==> config.mk <==
export PLATFORM = sky130hd
export DESIGN_NAME = stopwatch_ctrl_flat
export DESIGN_NICKNAME = d
export VERILOG_FILES = /design/src/rtl/stopwatch_ctrl_if.sv /design/src/rtl/stopwatch_ctrl.sv /design/src/flat_wrapper.sv
export SDC_FILE = /design/constraint.sdc
export NUM_CORES = 1
export LEC_CHECK = 0
export ABC_AREA = 1
export CAP_MARGIN = 20
export CELL_PAD_IN_SITES_DETAIL_PLACEMENT = 0
export CELL_PAD_IN_SITES_GLOBAL_PLACEMENT = 1
export CORE_MARGIN = 1.5
export CORE_UTILIZATION = 43
export DETAILED_ROUTE_END_ITERATION = 10
export GPL_TIMING_DRIVEN = 1
export MAX_ROUTING_LAYER = met4
export PLACE_DENSITY = 0.8
export REMOVE_ABC_BUFFERS = 1
export SLEW_MARGIN = 40
export SYNTH_ARGS = -nofsm -noshare
export SYNTH_HDL_FRONTEND = slang
export SYNTH_SLANG_ARGS = --single-unit
export TNS_END_PERCENT = 30
==> constraint.sdc <==
create_clock -name clk -period 1.6 [get_ports clk]
set_clock_uncertainty 0.05 [all_clocks]
set_input_delay 0.32 -clock clk [delete_from_list [all_inputs] [get_ports clk]]
set_output_delay 0.32 -clock clk [all_outputs]
set_load 0.02 [all_outputs]
==> src/rtl/stopwatch_ctrl_if.sv <==
// Purpose: groups the stopwatch controller's button, alarm and datapath-control signals.
// Latency: none; this is a plain bundle of wires.
// Backpressure: none; every signal is a level or a single-cycle pulse.
interface stopwatch_ctrl_if;
    logic       btn_start;
    logic       btn_lap;
    logic       btn_clear;
    logic       alarm_evt;
    logic       count_en;
    logic       count_clr;
    logic       disp_hold;
    logic [1:0] state;
    logic       buzzer;

    // Board/datapath side: drives the raw buttons and alarm, consumes the controls.
    modport master (
        output btn_start, btn_lap, btn_clear, alarm_evt,
        input  count_en, count_clr, disp_hold, state, buzzer
    );

    // Controller side.
    modport slave (
        input  btn_start, btn_lap, btn_clear, alarm_evt,
        output count_en, count_clr, disp_hold, state, buzzer
    );
endinterface

==> src/rtl/stopwatch_ctrl.sv <==
// Purpose: debounces the three stopwatch buttons, runs the start/pause/split/clear FSM and the buzzer sequencer.
// Latency: raw press to internal pulse is 2 + DEBOUNCE_CYCLES cycles; all outputs registered one edge later.
// Backpressure: none; presses that are illegal or lose same-cycle priority are dropped. Optional macro STOPWATCH_AUTOSTOP_EN.
module stopwatch_ctrl #(
    parameter int DEBOUNCE_CYCLES = 500000,
    parameter int BEEP_CYCLES     = 25000000,
    parameter int BEEP_COUNT      = 3
) (
    input  logic             clk,
    input  logic             reset,
    stopwatch_ctrl_if.slave  sw_if
);

    typedef enum logic [1:0] {
        IDLE  = 2'b00,
        RUN   = 2'b01,
        SPLIT = 2'b10,
        PAUSE = 2'b11
    } state_t;

    localparam int DW = (DEBOUNCE_CYCLES > 1) ? $clog2(DEBOUNCE_CYCLES) : 1;
    localparam int PW = (BEEP_CYCLES > 1) ? $clog2(BEEP_CYCLES) : 1;
    localparam logic [DW-1:0] DB_LAST   = DW'(DEBOUNCE_CYCLES - 1);
    localparam logic [PW-1:0] PH_LAST   = PW'(BEEP_CYCLES - 1);
    localparam logic [3:0]    BEEP_LAST = 4'(BEEP_COUNT - 1);

    // Button bit order everywhere: [0] start, [1] lap, [2] clear.
    logic [2:0]    r_sync1;
    logic [2:0]    r_sync2;
    logic [2:0]    r_db_lvl;
    logic [2:0]    r_db_prev;
    logic [DW-1:0] r_db_cnt [3];
    logic [2:0]    w_press;
    logic          w_start;
    logic          w_lap;
    logic          w_clear;

    state_t        r_state;
    state_t        w_next;
    logic          w_clr_act;
    logic          r_count_en;
    logic          r_count_clr;
    logic          r_disp_hold;

    logic          r_bz_active;
    logic          r_buzzer;
    logic [PW-1:0] r_phase;
    logic [3:0]    r_beep;
    logic          w_alarm_acc;

    // Two-flop synchronizer for the asynchronous raw buttons.
    always_ff @(posedge clk) begin
        if (reset) begin
            r_sync1 <= '0;
            r_sync2 <= '0;
        end else begin
            r_sync1 <= {sw_if.btn_clear, sw_if.btn_lap, sw_if.btn_start};
            r_sync2 <= r_sync1;
        end
    end

    // Debounce: flip the accepted level only after DEBOUNCE_CYCLES consecutive differing samples.
    always_ff @(posedge clk) begin
        if (reset) begin
            r_db_lvl  <= '0;
            r_db_prev <= '0;
            for (int b = 0; b < 3; b++) begin
                r_db_cnt[b] <= '0;
            end
        end else begin
            r_db_prev <= r_db_lvl;
            for (int b = 0; b < 3; b++) begin
                if (r_sync2[b] == r_db_lvl[b]) begin
                    r_db_cnt[b] <= '0;
                end else if (r_db_cnt[b] == DB_LAST) begin
                    r_db_lvl[b] <= r_sync2[b];
                    r_db_cnt[b] <= '0;
                end else begin
                    r_db_cnt[b] <= r_db_cnt[b] + DW'(1);
                end
            end
        end
    end

    // A press is the rising edge of the debounced level; releases are ignored.
    assign w_press = r_db_lvl & ~r_db_prev;
    assign w_start = w_press[0];
    assign w_lap   = w_press[1];
    assign w_clear = w_press[2];

    // The alarm only counts while the counters run and no beep sequence is in progress.
    assign w_alarm_acc = sw_if.alarm_evt & r_count_en & ~r_bz_active;

    // FSM state register.
    always_ff @(posedge clk) begin
        if (reset) begin
            r_state <= IDLE;
        end else begin
            r_state <= w_next;
        end
    end

    // Next state: per state, only the highest-priority legal press acts (clear > start > lap).
    always_comb begin
        w_next    = r_state;
        w_clr_act = 1'b0;
        case (r_state)
            IDLE: begin
                if (w_clear) begin
                    w_clr_act = 1'b1;
                end else if (w_start) begin
                    w_next = RUN;
                end
            end
            RUN: begin
                if (w_start) begin
                    w_next = PAUSE;
                end else if (w_lap) begin
                    w_next = SPLIT;
                end
            end
            SPLIT: begin
                if (w_start) begin
                    w_next = PAUSE;
                end else if (w_lap) begin
                    w_next = RUN;
                end
            end
            PAUSE: begin
                if (w_clear) begin
                    w_clr_act = 1'b1;
                    w_next    = IDLE;
                end else if (w_start) begin
                    w_next = RUN;
                end
            end
            default: w_next = IDLE;
        endcase
`ifdef STOPWATCH_AUTOSTOP_EN
        // An accepted alarm implies RUN or SPLIT and overrides any press this cycle.
        if (w_alarm_acc) begin
            w_next = PAUSE;
        end
`endif
    end

    // Registered datapath controls, decoded from the state being entered.
    always_ff @(posedge clk) begin
        if (reset) begin
            r_count_en  <= 1'b0;
            r_disp_hold <= 1'b0;
            r_count_clr <= 1'b0;
        end else begin
            r_count_en  <= (w_next == RUN) || (w_next == SPLIT);
            r_disp_hold <= (w_next == SPLIT);
            r_count_clr <= w_clr_act;
        end
    end

    // Buzzer sequencer: BEEP_COUNT on/off pairs of BEEP_CYCLES each; an acting clear aborts it.
    always_ff @(posedge clk) begin
        if (reset || w_clr_act) begin
            r_bz_active <= 1'b0;
            r_buzzer    <= 1'b0;
            r_phase     <= '0;
            r_beep      <= '0;
        end else if (w_alarm_acc) begin
            r_bz_active <= 1'b1;
            r_buzzer    <= 1'b1;
            r_phase     <= '0;
            r_beep      <= '0;
        end else if (r_bz_active) begin
            if (r_phase == PH_LAST) begin
                r_phase <= '0;
                if (r_buzzer) begin
                    r_buzzer <= 1'b0;
                end else if (r_beep == BEEP_LAST) begin
                    r_bz_active <= 1'b0;
                    r_beep      <= '0;
                end else begin
                    r_beep   <= r_beep + 4'd1;
                    r_buzzer <= 1'b1;
                end
            end else begin
                r_phase <= r_phase + PW'(1);
            end
        end
    end

    assign sw_if.count_en  = r_count_en;
    assign sw_if.count_clr = r_count_clr;
    assign sw_if.disp_hold = r_disp_hold;
    assign sw_if.state     = r_state;
    assign sw_if.buzzer    = r_buzzer;

endmodule
==> src/flat_wrapper.sv <==
// flat-port wrapper written by rule: the top's interface ports become plain ports
module stopwatch_ctrl_flat 
#(
    parameter int DEBOUNCE_CYCLES = 500000,
    parameter int BEEP_CYCLES     = 25000000,
    parameter int BEEP_COUNT      = 3
)
  (clk, reset, sw_if_btn_start, sw_if_btn_lap, sw_if_btn_clear, sw_if_alarm_evt, sw_if_count_en, sw_if_count_clr, sw_if_disp_hold, sw_if_state, sw_if_buzzer);
  stopwatch_ctrl_if sw_if_i ();
  input  logic clk;
  input  logic reset;
  input wire logic [$bits(sw_if_i.btn_start)-1:0] sw_if_btn_start;
  input wire logic [$bits(sw_if_i.btn_lap)-1:0] sw_if_btn_lap;
  input wire logic [$bits(sw_if_i.btn_clear)-1:0] sw_if_btn_clear;
  input wire logic [$bits(sw_if_i.alarm_evt)-1:0] sw_if_alarm_evt;
  output wire logic [$bits(sw_if_i.count_en)-1:0] sw_if_count_en;
  output wire logic [$bits(sw_if_i.count_clr)-1:0] sw_if_count_clr;
  output wire logic [$bits(sw_if_i.disp_hold)-1:0] sw_if_disp_hold;
  output wire logic [$bits(sw_if_i.state)-1:0] sw_if_state;
  output wire logic [$bits(sw_if_i.buzzer)-1:0] sw_if_buzzer;
  assign sw_if_i.btn_start = sw_if_btn_start;
  assign sw_if_i.btn_lap = sw_if_btn_lap;
  assign sw_if_i.btn_clear = sw_if_btn_clear;
  assign sw_if_i.alarm_evt = sw_if_alarm_evt;
  assign sw_if_count_en = sw_if_i.count_en;
  assign sw_if_count_clr = sw_if_i.count_clr;
  assign sw_if_disp_hold = sw_if_i.disp_hold;
  assign sw_if_state = sw_if_i.state;
  assign sw_if_buzzer = sw_if_i.buzzer;
  stopwatch_ctrl #(.DEBOUNCE_CYCLES(DEBOUNCE_CYCLES), .BEEP_CYCLES(BEEP_CYCLES), .BEEP_COUNT(BEEP_COUNT)) u_core (.clk(clk), .reset(reset), .sw_if(sw_if_i));
endmodule
==> out/metrics.yaml, run 1 <==
dr.pass1.iters: 5
routed_wirelength_um: 12900
syn_to_final_growth_pct: 35.7
chipWidth_um: 120
finalCritPeriodShare_pct: 108
worstRegToRegCells: 8
cts_buffers: 9
synthArstFlopShare_pct: 0
layout-drive-gt1-share_pct: 29.3
initial_utilization_pct: 44.3
synthCells: 744
timing.rr.end: "u_core.r_db_cnt[1][16]"
placed_area_um2: 7080
dominantRegCellSynth: "edfxtp_1"
crit_type: "reg -> reg"
fmax_ghz: 0.577
grt_overflow: 0
worst_setup_path_end_kind: "flip-flop"
antenna_found_initial: 0
dp_hpwl_um: 9430
ant_nets: 0
reg2reg_from: "u_core.r_db_cnt[1][1]"
clkLatencyLatePin_ns: 0.35
ys_seq_area_share_pct: 45.4
yosysWarnings: 0
cts_tree: "done"
leakage_uw: 0.00340
grt_max_degree: 18
cp.required_ns: 1.65
die-area_um2: 14400
synth_top_area_share_pct: 29.1
die_h_um: 120
final-setup-viol-count: 44
ys_ff_latch: 105
syn_area_per_cell_um2: 7.92
synth_cell_type_count: 45
period_minus_slack_ns: 1.73
crit_start: "u_core.r_db_cnt[1][1]"
ir_worst_vdd_uv: 650
hold_class: "reg -> reg"
drc_errors: 0
holdWs_ns: 0.355
drtIter0Drc: 236
violations: "setup timing"
arrival_ns: 1.78
finalHoldViolCount: 0
placement.io_buffers: 11
synth_area_leaders: "edfxtp_1 (29%), dfxtp_1 (16%), nand2_1 (8.0%)"
finalMaxSlewViolations: 0
grt_pass1_wl_um: 21900
maxCapViolCount: 0
grt_pass1_vias: 5111
grt_use_total_pct: 19.3
synth_common_cells: "nand2_1 (126), nor2_1 (120), inv_1 (109)"
cp-endpoint: "u_core.r_db_cnt[1][16]"
power_uw: 5620
status: "finished with violations"
gp_congestion: 0.837
core_area_um2: 13300
wire_per_inst_um: 11.7
place_ws_ns: -0.455
fin_area_um2: 7990
r2r_slack_ns: -0.13
diodes: 0
path_clk_slew_ns: 0.07
cts_sinks: 105
cts_max_path_buffers: 2
finalWorstSetupSlack_ns: -0.134
critPathMaxFanout: 6
yosysTopAreaCell: "edfxtp_1"
final_nets: 938
synth_edf_count: 57
p_per_area_nw_per_um2: 703
viasPerCell: 4.73
io_pins: 12
startpoint_type: "flip-flop"
synthMostInstantiatedCell: "nand2_1"
synth_area_um2: 5890
cts-root-buf: "clkbuf_16"
num_rows: 42
htree_levels: 3
vias: 5224
rsz0062_at_grt: "true"
==> layout by cell type (no fill, tap or decap), types with 20 or more instances in the layout <==
cell type,instances
nand2_1,115
nor2_1,101
inv_1,97
buf_4,95
edfxtp_1,57
conb_1,57
nand3_1,43
dfxtp_1,40
nor2_2,30
nor3_1,29
nand2_2,23
a21oi_1,20
==> cell type report <==
type / count / area (um^2)
fill: 1199 / 5300
multi-input combinational: 574 / 3390
sequential: 105 / 2680
timing repair buffer: 117 / 983
inverter: 116 / 445
clock buffer: 12 / 256
tap: 176 / 220
clock inverter: 4 / 18.8
==> what timing repair did <==
| action | 4_1_cts | 5_1_grt |
|---|---|---|
| setup endpoints to repair | 77 | 87 |
| hold endpoints to repair | 0 | 0 |
| cloned | 2 | 1 |
| gates resized for setup | 52 | 86 |
| pin swaps | 15 | 24 |
| hold buffers | 0 | 0 |
| setup buffers | 7 | 9 |
==> report_power, final <==
part           switching (uW)  internal (uW)
Combinational             290            246
Clock                     957           1130
Sequential               74.3           2920
Total                    1320           4300
==> state kept, by name (all words and copies together), names as in the netlist, 2 cells and up <==
signal,cells
u_core.r_db_prev,3
u_core.r_phase,25
u_core.r_db_lvl,3
u_core.sw_if.state,2
u_core.r_sync2,3
u_core.r_sync1,3
u_core.r_db_cnt,57
u_core.r_beep,4
==> worst min-delay path by stage <==
| stage | startpoint | endpoint | cells past startpoint |
|---|---|---|---|
| CTS | u_core.r_sync1[1] | u_core.r_sync2[1] | 2 |
| detailed placement | u_core.r_sync1[1] | u_core.r_sync2[1] | 2 |
| finish | u_core.r_sync1[1] | u_core.r_sync2[1] | 2 |
| global route | u_core.r_sync1[0] | u_core.r_sync2[0] | 2 |
| floorplan | reset | u_core.sw_if.count_en | 1 |
| global placement | u_core.r_sync1[2] | u_core.r_sync2[2] | 2 |
==> worst max-delay path, stage by stage (launching register included) <==
cell and delay, ns:
edfxtp_1 0.37, ha_2 0.21, nand2_2 0.07, nor2_4 0.12, inv_2 0.06, nor3_4 0.16, nand3_4 0.22, nand2_8 0.17
nor3_4 0.05
==> logic make-up after synthesis <==
group / Yosys count / synth area share [%]
other cells: 1 / 0.0637
simple gates: 421 / 34.3
flops: 105 / 45.4
buf+inv: 124 / 8.80
xor+xnor: 30 / 4.46
compound gates: 54 / 5.06
fa+ha+maj: 9 / 1.91
==> layer usage <==
metal  global-route usage [%]  part of all wire (%)
met1                     22.6                    47
met2                     33.4                    50
met3                     3.14                   1.9
met4                     7.14                   1.2
met5                        -                     0
==> metrics by stage <==
stage | utilization, % | std cells | setup TNS, ns
3_3_place_gp | 53.2 | 1069 | -20.13
2_1_floorplan | - | 792 | -11.22
5_1_grt | 60.1 | 1104 | -9.29
4_1_cts | 57.3 | 1094 | -2.59
6_report | 60.1 | 1104 | -3.57
3_5_place_dp | 53.2 | 1069 | -22.04
(Power assumes the default switching activity.)
==> run 2, diff against run 1 <==
- CTS_CLUSTER_SIZE: not set -> 8
==> results of run 2 <==
Final layout, timing and power as in run 1 (identical DEF).
==> patch (config.mk and constraints of run 1) <==
The option `STOPWATCH_AUTOSTOP_EN` is turned on by a define.
--- a/src/rtl/stopwatch_ctrl.sv
+++ b/src/rtl/stopwatch_ctrl.sv
@@ -3,2 +3,4 @@
 // Backpressure: none; presses that are illegal or lose same-cycle priority are dropped. Optional macro STOPWATCH_AUTOSTOP_EN.
+`define STOPWATCH_AUTOSTOP_EN
+
 module stopwatch_ctrl #(
Formal check against the unedited RTL: no difference found for any inputs over 10 cycles, from zero or initial values and one cycle with reset high; that may be too few to reach the edited logic, so the function may still have changed.
==> patch against run 1 <==
The run still ends with setup timing left. Setup slack worse by 18 ps. Total power rose by 4.3%. Final area is 0.53% higher. Sequential share of layout area decreased by 0.26 points. Non-clock buffer count up 8. Clock power is 4% higher. Via count grew 2.1%. Count of clock-buffer cells in the layout is 1 higher. Die area about the same. Routed wire length is 5.2% higher. Core utilization grew 0.32 points. Sequential cell count stayed put. Area after synthesis barely moved.
==> patch: results (changes against run 1) <==
dominant cells by area after synthesis: edfxtp_1 29%, dfxtp_1 16%, nand2_1 10% (was edfxtp_1 29%, dfxtp_1 16%, nand2_1 8.0%)
R2R depth: 8 (unchanged)
clk slew on worst S/H paths: 70 ps (about the same)
final worst slack: -151 ps (was -134 ps)
layout cell share with drive strength beyond 1: 27.6% (was 29.3%)
largest net degree at the start of global routing: 17 (was 18)
Hold WS: 347 ps (was 355 ps)
Final setup viols: 43 (was 44)
first-pass GRT wire length: 22,900 um (was 21,900 um)
status: complete, but fails checks (unchanged)
Largest regs: u_core.r_db_cnt: 57 flops, u_core.r_phase: 25 flops, u_core.r_beep: 4 flops (unchanged)
register area share after synthesis: 45.4% (about the same)
Placed Instances: 1,106 (was 1,069)
Leak: 3.43 nW (was 3.40 nW)
synth unique cells: 40 (was 45)
internal power: 4.42 mW (was 4.30 mW)
worst hold path class: reg -> reg (unchanged)
violated checks: setup timing (unchanged)
initial antenna violation count: 0 (unchanged)
detailed router's first-iteration violation count: 273 (was 236)
pre-CTS setup slack: -313 ps (was -455 ps)
clk_lat worst skew: 360 ps
routability cong.: 0.889 (was 0.837)
Max VDD drop: 0.000530 V (was 0.000650 V)
worst flop-to-flop path endpoint: u_core.r_db_cnt[1][16] (unchanged)
crit path DAT: 1810 ps (was 1780 ps)
DRT Pass-1 Iters: 4 (was 5)
min-delay src: u_core.r_sync1[0] (was u_core.r_sync1[1])
Top FF cell, synth: edfxtp_1 (unchanged)
global-route usage over all layers: 20.2% (was 19.3%)
H-tree level count: 3 (unchanged)
Max clock buf depth: 2 (unchanged)
Hold Crit Endpoint: u_core.r_sync2[0] (was u_core.r_sync2[1])
Mapped Cells: 767 (was 744)
DR vias: 5,334 (was 5,224)
Worst Path Max Fanout: 6 (unchanged)
hpwl dp: 9830 um (was 9430 um)
vias per cell: 4.70 (was 4.73)
Slowest cell on crit path: edfxtp_1 (unchanged)
Post-synth EDFFs: 57 (unchanged)
Total Nets Final: 969 (was 938)
routed len/inst: 11.9 um (was 11.7 um)
CP startpoint: u_core.r_db_cnt[1][1] (unchanged)
leading cell types by count after synthesis: 160 x nand2_1, 123 x nor2_1, 110 x inv_1 (was 126 x nand2_1, 120 x nor2_1, 109 x inv_1)
==> patch: changes by cell type in the layout (fill, tap and decap cells not counted), sizes merged, moves of 6 or more <==
cell	run 1	this run
inv	114	122
nor2	142	136
buf	106	114
a21oi	27	33
nand2	142	171
==> patch: power groups by stage <==
stage                     logic [mW]  clock network (mW)  registers [mW]
final                          0.672                2.18            3.01
after global placement         0.555                   0            3.06
after global routing           0.746                2.32            3.02
after detailed placement       0.569                   0            3.06
after CTS                      0.602                2.23            3.00
after floorplan                0.259                   0            3.07
==> patch: cell type report <==
cell class,instances,area (um^2)
repair buffers,125,1010
clock inverters,3,13.8
inverters,122,463
multi-input cells,591,3380
well taps,176,220
clock buffers,13,272
fillers,1197,5260
flip-flops and latches,105,2680
==> patch: how the worst max path moves through the flow <==
stage | end | slack, ps | cells after the start
2_1_floorplan | u_core.r_phase[7] | -180 | 8
3_3_place_gp | u_core.r_db_cnt[0][11] | -290 | 8
3_5_place_dp | u_core.r_db_cnt[0][11] | -310 | 8
4_1_cts | u_core.r_db_cnt[0][10] | -130 | 9
5_1_grt | u_core.r_db_lvl[1] | -250 | 10
6_report | u_core.r_db_cnt[1][16] | -150 | 8
==> patch: timing repair <==
action                     4_1_cts  5_1_grt
buffers inserted                 9        2
pin swaps                       20       23
gates resized for setup         64       69
setup endpoints to repair       77       88
hold buffers                     0        0
gates cloned                     2        0
==> patch: routing by layer <==
layer / track usage [%] / vias to the layer above / share of wire (%)
li1: - / 2800 / -
met2: 34.9 / 51 / 51
met4: 8.33 / 0 / 1.8
met3: 2.61 / 15 / 2.6
met5: - / - / 0
met1: 23.9 / 2468 / 44
==> patch: cells by family after synthesis <==
kind of cell | synth area share [%]
other | 0.0637
adders and majority gates | 1.91
buffers and inverters | 8.76
and+or+nand+nor | 35.0
AOI/OAI and AO/OA | 5.46
DFF | 45.4
xor gates and xnor gates | 3.42
==> patch: per-stage QoR <==
step | power, mW | TNS (ps) | util, % | cell area [um^2]
final | 5.86 | -4410 | 60.4 | 8040
after global routing | 6.09 | -10710 | 60.4 | 8040
after CTS | 5.84 | -3040 | 58.4 | 7760
after detailed placement | 3.63 | -18030 | 53.8 | 7150
after global placement | 3.61 | -17210 | 53.8 | 7150
after floorplan | 3.33 | -5480 | - | 6040
==> patch: worst max-delay path: cells and delay by family, from the launching register on <==
family,cells,cell delay (ps)
AND/OR/NAND/NOR,6,830
flip-flops,1,370
adder cells (fa/ha/maj),1,200
buffers and inverters,1,60
